--- src/rtl/inst_loader.sv ---
// Front-end for the control FSM: synchronizes and debounces the shift/execute buttons,
// assembles a 16-bit LSB-first instruction from ser_in and holds it for execution.
module inst_loader #(
    parameter int DB_LEN = 4,
    parameter int DB_W   = 3
) (
    input  logic        clk,
    input  logic        rstn,
    input  logic        ser_in,
    input  logic        shift_btn,
    input  logic        exec_btn,
    input  logic        busy,
    output logic [3:0]  opcode,
    output logic [11:0] instr,
    output logic        inst_done,
    output logic        btn_edge,
    output logic [4:0]  bit_count
);

    typedef enum logic [1:0] {
        S_EMPTY   = 2'd0,
        S_LOADING = 2'd1,
        S_FULL    = 2'd2
    } state_t;

    state_t state_r, state_next_s;

    logic ser_meta_r, ser_sync_r, sh_meta_r, sh_sync_r, ex_meta_r, ex_sync_r;
    logic [DB_W-1:0] sh_cnt_r, ex_cnt_r;
    logic sh_db_r, ex_db_r, sh_db_d_r, ex_db_d_r, sh_pulse_r, busy_d_r;
    logic [15:0] shreg_r;
    logic [15:0] shreg_next_s;
    logic [4:0]  count_next_s;
    logic shift_en_s, load_done_s, release_s;

    assign shreg_next_s = {ser_sync_r, shreg_r[15:1]};

    // Two-flop synchronizers for the three asynchronous inputs
    always_ff @(posedge clk or negedge rstn) begin
        if (!rstn) begin
            {ser_meta_r, ser_sync_r} <= 2'b00;
            {sh_meta_r, sh_sync_r}   <= 2'b00;
            {ex_meta_r, ex_sync_r}   <= 2'b00;
        end else begin
            ser_meta_r <= ser_in;
            ser_sync_r <= ser_meta_r;
            sh_meta_r  <= shift_btn;
            sh_sync_r  <= sh_meta_r;
            ex_meta_r  <= exec_btn;
            ex_sync_r  <= ex_meta_r;
        end
    end

    // Shift-button debounce: level flips only after DB_LEN cycles of disagreement
    always_ff @(posedge clk or negedge rstn) begin
        if (!rstn) begin
            sh_cnt_r <= '0;
            sh_db_r  <= 1'b0;
        end else if (sh_sync_r == sh_db_r) begin
            sh_cnt_r <= '0;
        end else if (sh_cnt_r == DB_W'(DB_LEN - 1)) begin
            sh_cnt_r <= '0;
            sh_db_r  <= ~sh_db_r;
        end else begin
            sh_cnt_r <= sh_cnt_r + DB_W'(1);
        end
    end

    // Execute-button debounce, independent of the shift button
    always_ff @(posedge clk or negedge rstn) begin
        if (!rstn) begin
            ex_cnt_r <= '0;
            ex_db_r  <= 1'b0;
        end else if (ex_sync_r == ex_db_r) begin
            ex_cnt_r <= '0;
        end else if (ex_cnt_r == DB_W'(DB_LEN - 1)) begin
            ex_cnt_r <= '0;
            ex_db_r  <= ~ex_db_r;
        end else begin
            ex_cnt_r <= ex_cnt_r + DB_W'(1);
        end
    end

    // Rising-edge pulses of the debounced levels and busy history
    always_ff @(posedge clk or negedge rstn) begin
        if (!rstn) begin
            sh_db_d_r  <= 1'b0;
            ex_db_d_r  <= 1'b0;
            sh_pulse_r <= 1'b0;
            btn_edge   <= 1'b0;
            busy_d_r   <= 1'b0;
        end else begin
            sh_db_d_r  <= sh_db_r;
            ex_db_d_r  <= ex_db_r;
            sh_pulse_r <= sh_db_r & ~sh_db_d_r;
            btn_edge   <= ex_db_r & ~ex_db_d_r;
            busy_d_r   <= busy;
        end
    end

    // Load state register
    always_ff @(posedge clk or negedge rstn) begin
        if (!rstn) begin
            state_r <= S_EMPTY;
        end else begin
            state_r <= state_next_s;
        end
    end

    // Next-state logic
    always_comb begin
        state_next_s = state_r;
        case (state_r)
            S_EMPTY: begin
                if (sh_pulse_r && !busy) state_next_s = S_LOADING;
                else                     state_next_s = S_EMPTY;
            end
            S_LOADING: begin
                if (sh_pulse_r && !busy && bit_count == 5'd15) state_next_s = S_FULL;
                else                                           state_next_s = S_LOADING;
            end
            S_FULL: begin
                if (busy_d_r && !busy) state_next_s = S_EMPTY;
                else                   state_next_s = S_FULL;
            end
            default: state_next_s = S_EMPTY;
        endcase
    end

    // Datapath enables decoded from the current state
    always_comb begin
        shift_en_s   = 1'b0;
        load_done_s  = 1'b0;
        release_s    = 1'b0;
        count_next_s = bit_count;
        case (state_r)
            S_EMPTY: begin
                shift_en_s   = sh_pulse_r & ~busy;
                count_next_s = 5'd1;
            end
            S_LOADING: begin
                shift_en_s   = sh_pulse_r & ~busy;
                load_done_s  = sh_pulse_r & ~busy & (bit_count == 5'd15);
                count_next_s = bit_count + 5'd1;
            end
            S_FULL: begin
                release_s = busy_d_r & ~busy;
            end
            default: begin
                shift_en_s = 1'b0;
            end
        endcase
    end

    // Shift register, bit counter and hold register; outputs change only on a full load
    always_ff @(posedge clk or negedge rstn) begin
        if (!rstn) begin
            shreg_r   <= 16'h0000;
            bit_count <= 5'd0;
            opcode    <= 4'h0;
            instr     <= 12'h000;
            inst_done <= 1'b0;
        end else begin
            if (shift_en_s) begin
                shreg_r   <= shreg_next_s;
                bit_count <= count_next_s;
            end else if (release_s) begin
                bit_count <= 5'd0;
            end else begin
                bit_count <= bit_count;
            end
            if (load_done_s) begin
                opcode    <= shreg_next_s[3:0];
                instr     <= shreg_next_s[15:4];
                inst_done <= 1'b1;
            end else if (release_s) begin
                inst_done <= 1'b0;
            end else begin
                inst_done <= inst_done;
            end
        end
    end

endmodule

--- config.mk ---
export PLATFORM = sky130hd
export DESIGN_NAME = inst_loader
export DESIGN_NICKNAME = d
export VERILOG_FILES = /design/src/rtl/inst_loader.sv
export SDC_FILE = /design/constraint.sdc
export NUM_CORES = 1
export LEC_CHECK = 0
export BUFFER_PORTS_ARGS = -buffer_cell sky130_fd_sc_hd__buf_2
export CAP_MARGIN = 15
export CORE_MARGIN = 4
export CORE_UTILIZATION = 35
export CTS_BUF_LIST = sky130_fd_sc_hd__clkbuf_2 sky130_fd_sc_hd__clkbuf_4 sky130_fd_sc_hd__clkbuf_8
export DETAILED_ROUTE_END_ITERATION = 6
export SLEW_MARGIN = 20
export SYNTH_ARGS = -nofsm -noshare
export SYNTH_HDL_FRONTEND = slang
export SYNTH_SLANG_ARGS = --single-unit
export TNS_END_PERCENT = 30
--- constraint.sdc ---
create_clock -name clk -period 2.05 [get_ports clk]
set_input_delay 0.205 -clock clk [delete_from_list [all_inputs] [get_ports clk]]
set_output_delay 0.205 -clock clk [all_outputs]
set_load 0.01 [all_outputs]
==> summary.md, run 1 <==
| Metric | Value |
|---|---|
| Sequential share of power | 51.3% |
| Max Cap Viol | 0 |
| CTS tree | built |
| Sw power | 0.756 mW |
| Internal power | 2.15 mW |
| Worst-margin pin slew | 558 ps |
| Clock sink count | 58 |
| Post-synthesis sequential area ratio | 65.3% |
| DR vias | 1207 |
| Synth Warn # | 0 |
| CTS root buf | clkbuf_8 |
| Pleak | 1.34 nW |
| GP Congestion | 0.740 |
| Placed Area | 2450 sq um |
| Routed WL | 3550 microns |
| Clk slew on worst S/H paths | 60 ps |
| Placed cells | 240 |
| Setup TNS | 0 ps |
| Maximum clock rate | 545 MHz |
| Slowest stage delay, CP | 400 ps |
| Mux cell area share after synthesis | 18.5% |
| Synth Area in Adders | 2.25% |
| # hold bufs at CTS | 4 |
| Most frequent cells in the layout | 58 x dfrtp_1, 28 x buf_2, 25 x mux2_2, 11 x clkbuf_8, 8 x mux2_4 |
| RSZ-0062 raised after global routing | false |
| Synth area leaders | dfrtp_1 65%, mux2_2 13%, mux2_4 5.4% |
| Main combinational cell family by area after synthesis | multiplexers |
| Starting density of the core | 36.9% |
| CP dominant cell by count | ha_1 |
| CP startpoint kind | flop |
| Critical path capture point type | flop |
| CP top delay family | flip-flops |
| Final instance area | 2670 sq um |
| WP buf/inv | 1 |
| Required @ worst endpoint | 2260 ps |
| Total Nets Final | 190 |
| Routed Antenna Nets | 0 |
| Die Y | 87.7 microns |
| Seq cells post-synth | 58 |
| I/O pins | 29 |
| Worst-case clock skew | 8.03 ps |
| Pin count of the biggest net entering global routing | 36 |
| Fillers | 545 |
| Detailed Place HPWL | 2490 microns |
| Die X | 87.7 microns |
| Iteration count of the initial detailed-routing pass | 3 |
| First-pass GRT wire length | 6200 microns |
| Detail-routed via count per cell | 4.66 |
| Worst slew margin | 62.8% |
| Core Area | 6030 sq um |
| Outcome | complete, no violations |
| Post-cts sizing count | 0 |
| Power Density | 1090 nW/um^2 |
| Share of cells above drive strength 1 | 45.1% |
| Simple-gate share of the synthesized area | 6.81% |
| Comb power frac | 16.8% |
| Crit-path cells | ha_1 -> and3_1 -> ha_1 -> nand2_1 -> nor2b_4 -> buf_4 -> mux2_2 |
| Post-synthesis cell type count | 27 |
| Net Sw Frac | 26.0% |
| FF+latch area | 1450 sq um |
| Overflow after GRT | 0 |
| # diodes | 0 |
| Avg WL per Cell | 13.7 microns |
| DRC | 0 |
| Critical path class | reg2reg |
| CTS Buf Count | 9 |
| Tot GR Track Use | 10.7% |
| Post-Syn Area | 2220 sq um |
| Final period util | 89.4% |
| Crit Path Max Fanout | 11 |
| CTS Buffer Depth | 2 |
| Critical path arrival | 2050 ps |
| Die Area | 7690 sq um |
| CTS H-tree lvls | 3 |
| Worst skew pair latency | 330 ps |
| Post-synth top area share | 65.3% |
| Area occupied by multi-input gates | 717 sq um |
| Area grow syn2layout | 20.1% |
| Post-CTS Setup Bufs | 0 |
| Commonest non-fill, non-tap cell in the layout | dfrtp_1 |
| Vias in the first global route | 1357 |
| Min Tclk post-route | 1830 ps |
| Xor and xnor fraction of the mapped netlist area | 1.58% |
| Avg Cell Area, Syn | 16.2 sq um |
| Worst vdd ir | 0.493 mV |
| Final hold vios | 0 |
| IO Port Bufs | 28 |
| Number of DRC markers in iteration 0 | 10 |
| Antenna violations before repair | 0 |
| Clock power share | 31.9% |
| Final Max Slew Viols | 0 |
| Final setup viols | 0 |
| Slowest CP cell | dfrtp_1 |
| HP Class | in2reg |
| Pwr Total | 2.90 mW |
| Rows | 28 |
| Non-filler cells, final | 259 |
| Post-synth top area cell | dfrtp_1 |
| Syn Nets | 147 |
| Compound-Gate Fraction of Synth Area | 3.10% |
| Hold Slack | 45.9 ps |
| Syn Inst Count | 137 |
[worst paths after layout]
path / startpoint / endpoint / slack (ps) / depth (start not counted)
setup / recovery: bit_count[0] / instr[6] / 220 / 7
hold / removal: busy / busy_d_r / 50 / 1
setup reg to reg: bit_count[0] / instr[6] / 220 / 7
hold reg to reg: sh_meta_r / sh_sync_r / 350 / 0
max in group asynchronous: rstn / sh_db_r / 1080 / 3
min in group asynchronous: rstn / ex_meta_r / 400 / 2
[routing by layer]
layer	up-vias	part of all wire (%)	global-route usage, %
li1	568	-	-
met1	610	44	12.6
met2	19	50	16.9
met3	10	3.9	3.39
met4	0	2.0	6.97
met5	-	0	0
[metrics by stage]
stage,setup slack [ps],util [%]
2_1_floorplan,214,-
3_3_place_gp,277,40.7
3_5_place_dp,210,40.7
4_1_cts,199,44.3
5_1_grt,80.8,44.3
6_report,217,44.3
[sequential cells by signal, indices dropped and copies added (netlist names), 2 cells and up]
register	cells
instr	12
ex_cnt_r	3
state_r	2
opcode	4
bit_count	5
shreg_r	15
sh_cnt_r	3
[Yosys cell counts (all sizes together)]
cell,instances
dfrtp,58
mux2,33
nor2b,6
nor3b,5
buf,4
ha,4
nand2,3
o2bb2ai,3
xnor2,3
a21o,2
inv,2
nand2b,2
nand3b,2
nor3,2
a22o,1
a31o,1
a32o,1
and3,1
mux2i,1
nand3,1
nor2,1
xor2,1
[final cells by class]
type / instances / share of cell area [%]
Tap cell: 75 / 3.51
Clock buffer: 13 / 6.23
Multi-Input combinational cell: 73 / 26.8
Clock inverter: 2 / 0.468
Inverter: 2 / 0.281
Sequential cell: 58 / 54.3
Timing Repair Buffer: 36 / 8.34
[power by group through the flow]
stage	Combinational (mW)	Clock, mW	Sequential (mW)
5_1_grt	0.554	0.996	1.53
6_report	0.487	0.925	1.49
3_3_place_gp	0.467	0	1.50
3_5_place_dp	0.491	0	1.51
2_1_floorplan	0.348	0	1.49
4_1_cts	0.501	0.959	1.49
[cell families (layout without fill, tap and decap cells)]
group / after synthesis / in the layout
XOR/XNOR: 4 / 4
AO/OA/AOI/OAI: 8 / 8
buffers and inverters: 6 / 53
flip-flops: 58 / 58
adder cells (fa/ha/maj): 4 / 4
multiplexers: 34 / 34
AND/OR/NAND/NOR: 23 / 23
Note: power is estimated with default switching activity, not from simulation.
==> run 2, diff against run 1 <==
Settings changed: CAP_MARGIN 15 to default, MAX_ROUTING_LAYER from default to met4.
==> run 2 against run 1 <==
First-iteration DRC count is 100% higher. Clock-buffer cell count stayed put. Worst hold slack better by 5.7 ps. Flip-flop and latch count stayed put. Final area stayed put. Clock power is 0.6% lower. Sequential power hardly changed. Final cell count stayed put. Largest power group unchanged.
==> summary.md, run 2 (synthesis results as in run 1) <==
| Metric | Value |
|---|---|
| CTS H-tree lvls | 3 |
| Routed WL | 3520 microns |
| Hold endpoint | busy_d_r |
| I/O pins | 29 |
| M1 WL | 1560 microns |
| Vias in the first global route | 1360 |
| Worst-case clock skew | 9.29 ps |
| # diodes | 0 |
| Overflow after GRT | 0 |
| Starting density of the core | 36.9% |
| Reg2Reg Capture Point | instr[6] |
| Commonest non-fill, non-tap cell in the layout | dfrtp_1 |
| RSZ-0062 raised after global routing | false |
| Pin count of the biggest net entering global routing | 36 |
| R2R setup slack | 220 ps |
| Pleak | 1.34 nW |
| Max Cap Viol | 0 |
| Non-filler cells, final | 259 |
| Clk slew on worst S/H paths | 60 ps |
| CP startpoint kind | flop |
| CTS Buf Count | 9 |
| Worst slew margin | 62.8% |
| Hold path cells | 1 |
| R2R depth | 7 |
| Critical path arrival | 2040 ps |
| Area grow syn2layout | 20.1% |
| HP Start | busy |
| Die Area | 7690 sq um |
| DR top layer | met4 |
| Number of DRC markers in iteration 0 | 20 |
| Critical path class | reg2reg |
| Critical path capture point type | flop |
| Worst R2R Start | bit_count[0] |
| Worst-margin pin slew | 559 ps |
| Rows | 28 |
| Final period util | 89.4% |
| IO Port Bufs | 28 |
| HP Class | in2reg |
| Crit Path Max Fanout | 11 |
| Routed Antenna Nets | 0 |
| GP Congestion | 0.749 |
| Setup TNS | 0 ps |
| CTS Buffer Depth | 2 |
| DRC | 0 |
| Share of cells above drive strength 1 | 45.1% |
| Max reg flops | 15 |
| Largest Register | shreg_r |
| Pre-CTS WS | 210 ps |
| CTS tree | built |
| Maximum clock rate | 546 MHz |
| Antenna violations before repair | 0 |
| Post-CTS Setup Bufs | 0 |
| Outcome | complete, no violations |
| Core Area | 6030 sq um |
| Fillers | 545 |
| Worst vdd ir | 0.494 mV |
| Total Nets Final | 190 |
| DR vias | 1203 |
| Final Max Slew Viols | 0 |
| Final hold vios | 0 |
| Hold Slack | 51.6 ps |
| Post-layout util | 44.3% |
| Min Tclk post-route | 1830 ps |
| Most frequent cells in the layout | 58 x dfrtp_1, 28 x buf_2, 25 x mux2_2, 11 x clkbuf_8, 8 x mux2_4 |
| PnR worst setup slack | 217 ps |
| Required @ worst endpoint | 2260 ps |
| Detailed Place HPWL | 2490 microns |
| Die Y | 87.7 microns |
| CTS root buf | clkbuf_8 |
| Detail-routed via count per cell | 4.64 |
| Met3 WL | 135 microns |
| Routed wl met2 | 1780 microns |
| Tot GR Track Use | 11.1% |
| Die X | 87.7 microns |
| First-pass GRT wire length | 6200 microns |
| Placed cells | 240 |
| Largest registers | shreg_r: 15 flops, instr: 12 flops, bit_count: 5 flops |
| Clock sink count | 58 |
| Avg WL per Cell | 13.6 microns |
| Final setup viols | 0 |
| Iteration count of the initial detailed-routing pass | 4 |
| Worst skew pair latency | 320 ps |
| Power Density | 1080 nW/um^2 |
==> run 2: what timing repair did <==
item | CTS | global route
endpoints found under the hold margin | 26 | 0
resized for setup | 0 | 0
hold buffers | 4 | 0
setup endpoints to repair | 0 | 0
==> run 2: per-stage QoR <==
step,area [sq um],power [mW]
2_1_floorplan,2220,1.84
3_3_place_gp,2450,1.96
3_5_place_dp,2450,2.00
4_1_cts,2670,2.95
5_1_grt,2670,3.08
6_report,2670,2.90
==> run 2: worst max-delay path: stages (launching register included) <==
cell,delay (ps)
dfrtp_1,400
ha_1,200
and3_1,160
ha_1,150
nand2_1,100
nor2b_4,140
buf_4,230
mux2_2,350
==> run 2: area by class of cell <==
type	instances	area, sq um	share of cell area, %
Clock inverter	2	12.5	0.468
Clock buffer	13	166	6.23
Tap cell	75	93.8	3.51
Sequential cell	58	1450	54.3
Multi-Input combinational cell	73	717	26.8
Timing Repair Buffer	36	223	8.34
Inverter	2	7.51	0.281
==> run 2: layer usage <==
metal  GRT usage [%]  up-vias
met2            16.9       21
li1                -      568
met4            5.72        0
met5               -        -
met1            12.6      607
met3            4.23        7
==> run 2: power breakdown <==
group / internal (mW) / total, mW / switching [mW]
sequential: 1.35 / 1.49 / 0.140
clock: 0.523 / 0.919 / 0.396
combinational: 0.274 / 0.487 / 0.213
==> run 2: worst max path at each step <==
stage / start / to / slack, ps / cells past startpoint
CTS: bit_count[0] / instr[6] / 200 / 7
floorplan: bit_count[0] / instr[10] / 210 / 8
global route: bit_count[0] / instr[7] / 80 / 7
finish: bit_count[0] / instr[6] / 220 / 7
global placement: bit_count[0] / instr[7] / 280 / 7
detailed placement: bit_count[0] / instr[7] / 210 / 7
==> run 3, diff against run 2 <==
Settings changed: SETUP_SLACK_MARGIN from default to 0.3.
==> run 3 against run 2 <==
Critical path type unchanged. Worst setup slack gained 62 ps. Clock power grew 26%. Via count grew 3.5%. Total power grew 10%. Register-to-register slack gained 60 ps. Die area is the same. Final area grew 7.4%. Clock skew shrank 3.4 ps. Non-clock buffer count grew 7. Fmax grew 3.5%.
==> summary.md, run 3 (synthesis results as in run 1) <==
| Metric | Value |
|---|---|
| Outcome | complete, no violations |
| Total Nets Final | 197 |
| Met3 WL | 148 microns |
| Share of cells above drive strength 1 | 49.5% |
| Fillers | 533 |
| Power Density | 1110 nW/um^2 |
| Clock power share | 36.2% |
| Rows | 28 |
| Setup TNS | 0 ps |
| Commonest non-fill, non-tap cell in the layout | dfrtp_1 |
| Sequential share of power | 46.8% |
| PnR worst setup slack | 279 ps |
| Worst slew margin | 52.6% |
| CP startpoint kind | flop |
| Die Area | 7690 sq um |
| Pin count of the biggest net entering global routing | 31 |
| Largest Register | shreg_r |
| I/O pins | 29 |
| Critical path arrival | 1980 ps |
| Slowest stage delay, CP | 390 ps |
| Pleak | 1.42 nW |
| Die Y | 87.7 microns |
| Iteration count of the initial detailed-routing pass | 3 |
| CP top delay family | flip-flops |
| Net Sw Frac | 25.3% |
| Detailed Place HPWL | 2530 microns |
| IO Port Bufs | 28 |
| RSZ-0062 raised after global routing | true |
| Worst-margin pin slew | 712 ps |
| Worst vdd ir | 0.518 mV |
| Avg WL per Cell | 14.4 microns |
| CTS tree | built |
| Detail-routed via count per cell | 4.66 |
| Worst-case clock skew | 5.89 ps |
| Worst skew pair latency | 320 ps |
| CTS root buf | clkbuf_8 |
| First-pass GRT wire length | 6520 microns |
| Number of DRC markers in iteration 0 | 71 |
| Clk slew on worst S/H paths | 60 ps |
| Overflow after GRT | 0 |
| Starting density of the core | 36.9% |
| DR vias | 1245 |
| Crit Path Max Fanout | 6 |
| Tot GR Track Use | 11.6% |
| Antenna violations before repair | 0 |
| Sw power | 0.808 mW |
| DRC | 0 |
| FF+latch area | 1450 sq um |
| Max reg flops | 15 |
| WP buf/inv | 2 |
| Max Cap Viol | 0 |
| CTS Buffer Depth | 2 |
| HP Class | in2reg |
| Routed WL | 3840 microns |
| Final hold vios | 0 |
| Area grow syn2layout | 29.0% |
| Placed Area | 2460 sq um |
| Critical path capture point type | flop |
| Routed wl met2 | 1910 microns |
| Internal power | 2.39 mW |
| Area occupied by multi-input gates | 774 sq um |
| Final instance area | 2870 sq um |
| # diodes | 0 |
| M1 WL | 1710 microns |
| Maximum clock rate | 565 MHz |
| Crit-path cells | ha_2 -> and3_4 -> ha_4 -> nand2_4 -> nor2b_4 -> buf_6 -> buf_8 -> mux2_4 |
| Final setup viols | 0 |
| Clock sink count | 58 |
| Comb power frac | 17.0% |
| Vias in the first global route | 1367 |
| Largest registers | shreg_r: 15 flops, instr: 12 flops, bit_count: 5 flops |
| Final Max Slew Viols | 0 |
| Core Area | 6030 sq um |
| GP Congestion | 0.647 |
| Routed Antenna Nets | 0 |
| Most frequent cells in the layout | 58 x dfrtp_1, 28 x buf_2, 17 x mux2_2, 16 x mux2_4, 10 x clkbuf_8 |
| Required @ worst endpoint | 2260 ps |
| CTS Buf Count | 9 |
| Critical path class | reg2reg |
| Min Tclk post-route | 1770 ps |
| Final period util | 86.4% |
| DR top layer | met4 |
| Slowest CP cell | dfrtp_1 |
| Pre-CTS WS | 225 ps |
| Die X | 87.7 microns |
| CTS H-tree lvls | 3 |
## run 3: cell types whose count changed in the layout (fill, tap and decap cells not counted), moves of 2 or more
cell,before,now
bufinv_16,0,2
buf_8,0,2
mux2_2,25,17
buf_4,3,5
ha_1,4,2
mux2_4,8,16
buf_6,0,2
## run 3: through the flow
| stage | hold WS, ps | power (mW) | utilization [%] | std cells |
|---|---|---|---|---|
| after CTS | 41.2 | 3.20 | 47.3 | 265 |
| after global placement | 271 | 1.96 | 40.8 | 240 |
| after global routing | 34.8 | 3.37 | 47.6 | 267 |
| after floorplan | -90.6 | 1.84 | - | 137 |
| after detailed placement | 286 | 2.02 | 40.8 | 240 |
| final | 48.8 | 3.19 | 47.6 | 267 |
## run 3: metal layers
metal	track usage, %	up-vias
met5	-	-
met2	17.7	24
met1	13.9	634
li1	-	578
met3	3.86	9
met4	5.58	0
## run 3: final timing paths
path,startpoint,to,slack [ps],cells after the start
min,busy,busy_d_r,50,1
max,bit_count[1],instr[7],280,8
max in group asynchronous,rstn,sh_db_r,990,3
max reg2reg,bit_count[1],instr[7],280,8
min reg2reg,ser_meta_r,ser_sync_r,350,0
min in group asynchronous,rstn,sh_meta_r,470,2
## run 3: worst register-to-register path, cell delays in order (launching register included)
cell and delay [ps]:
dfrtp_1 390, ha_2 190, and3_4 190, ha_4 140, nand2_4 60, nor2b_4 140, buf_6 120, buf_8 130
mux2_4 300
## run 3: power by group through the flow
stage / Sequential, mW / Combinational (mW) / Clock, mW
finish: 1.49 / 0.543 / 1.16
global route: 1.52 / 0.605 / 1.24
CTS: 1.50 / 0.524 / 1.18
detailed placement: 1.52 / 0.503 / 0
global placement: 1.50 / 0.467 / 0
floorplan: 1.49 / 0.350 / 0
## run 3: layout make-up
cell class	count	area share, %
well taps	75	3.27
clock buffers	11	5.06
inverters	2	0.262
multi-input cells	73	27.0
clock inverters	5	2.71
repair buffers	43	11.1
flip-flops and latches	58	50.6
## run 3: timing repair
| action | CTS | global route |
|---|---|---|
| pin swaps | 2 | 0 |
| setup endpoints to repair | 16 | 18 |
| hold buffers | 4 | 0 |
| resized for setup | 19 | 0 |
| gates cloned | 1 | 0 |
| buffers inserted | 4 | 2 |
| hold endpoints to repair | 31 | 0 |
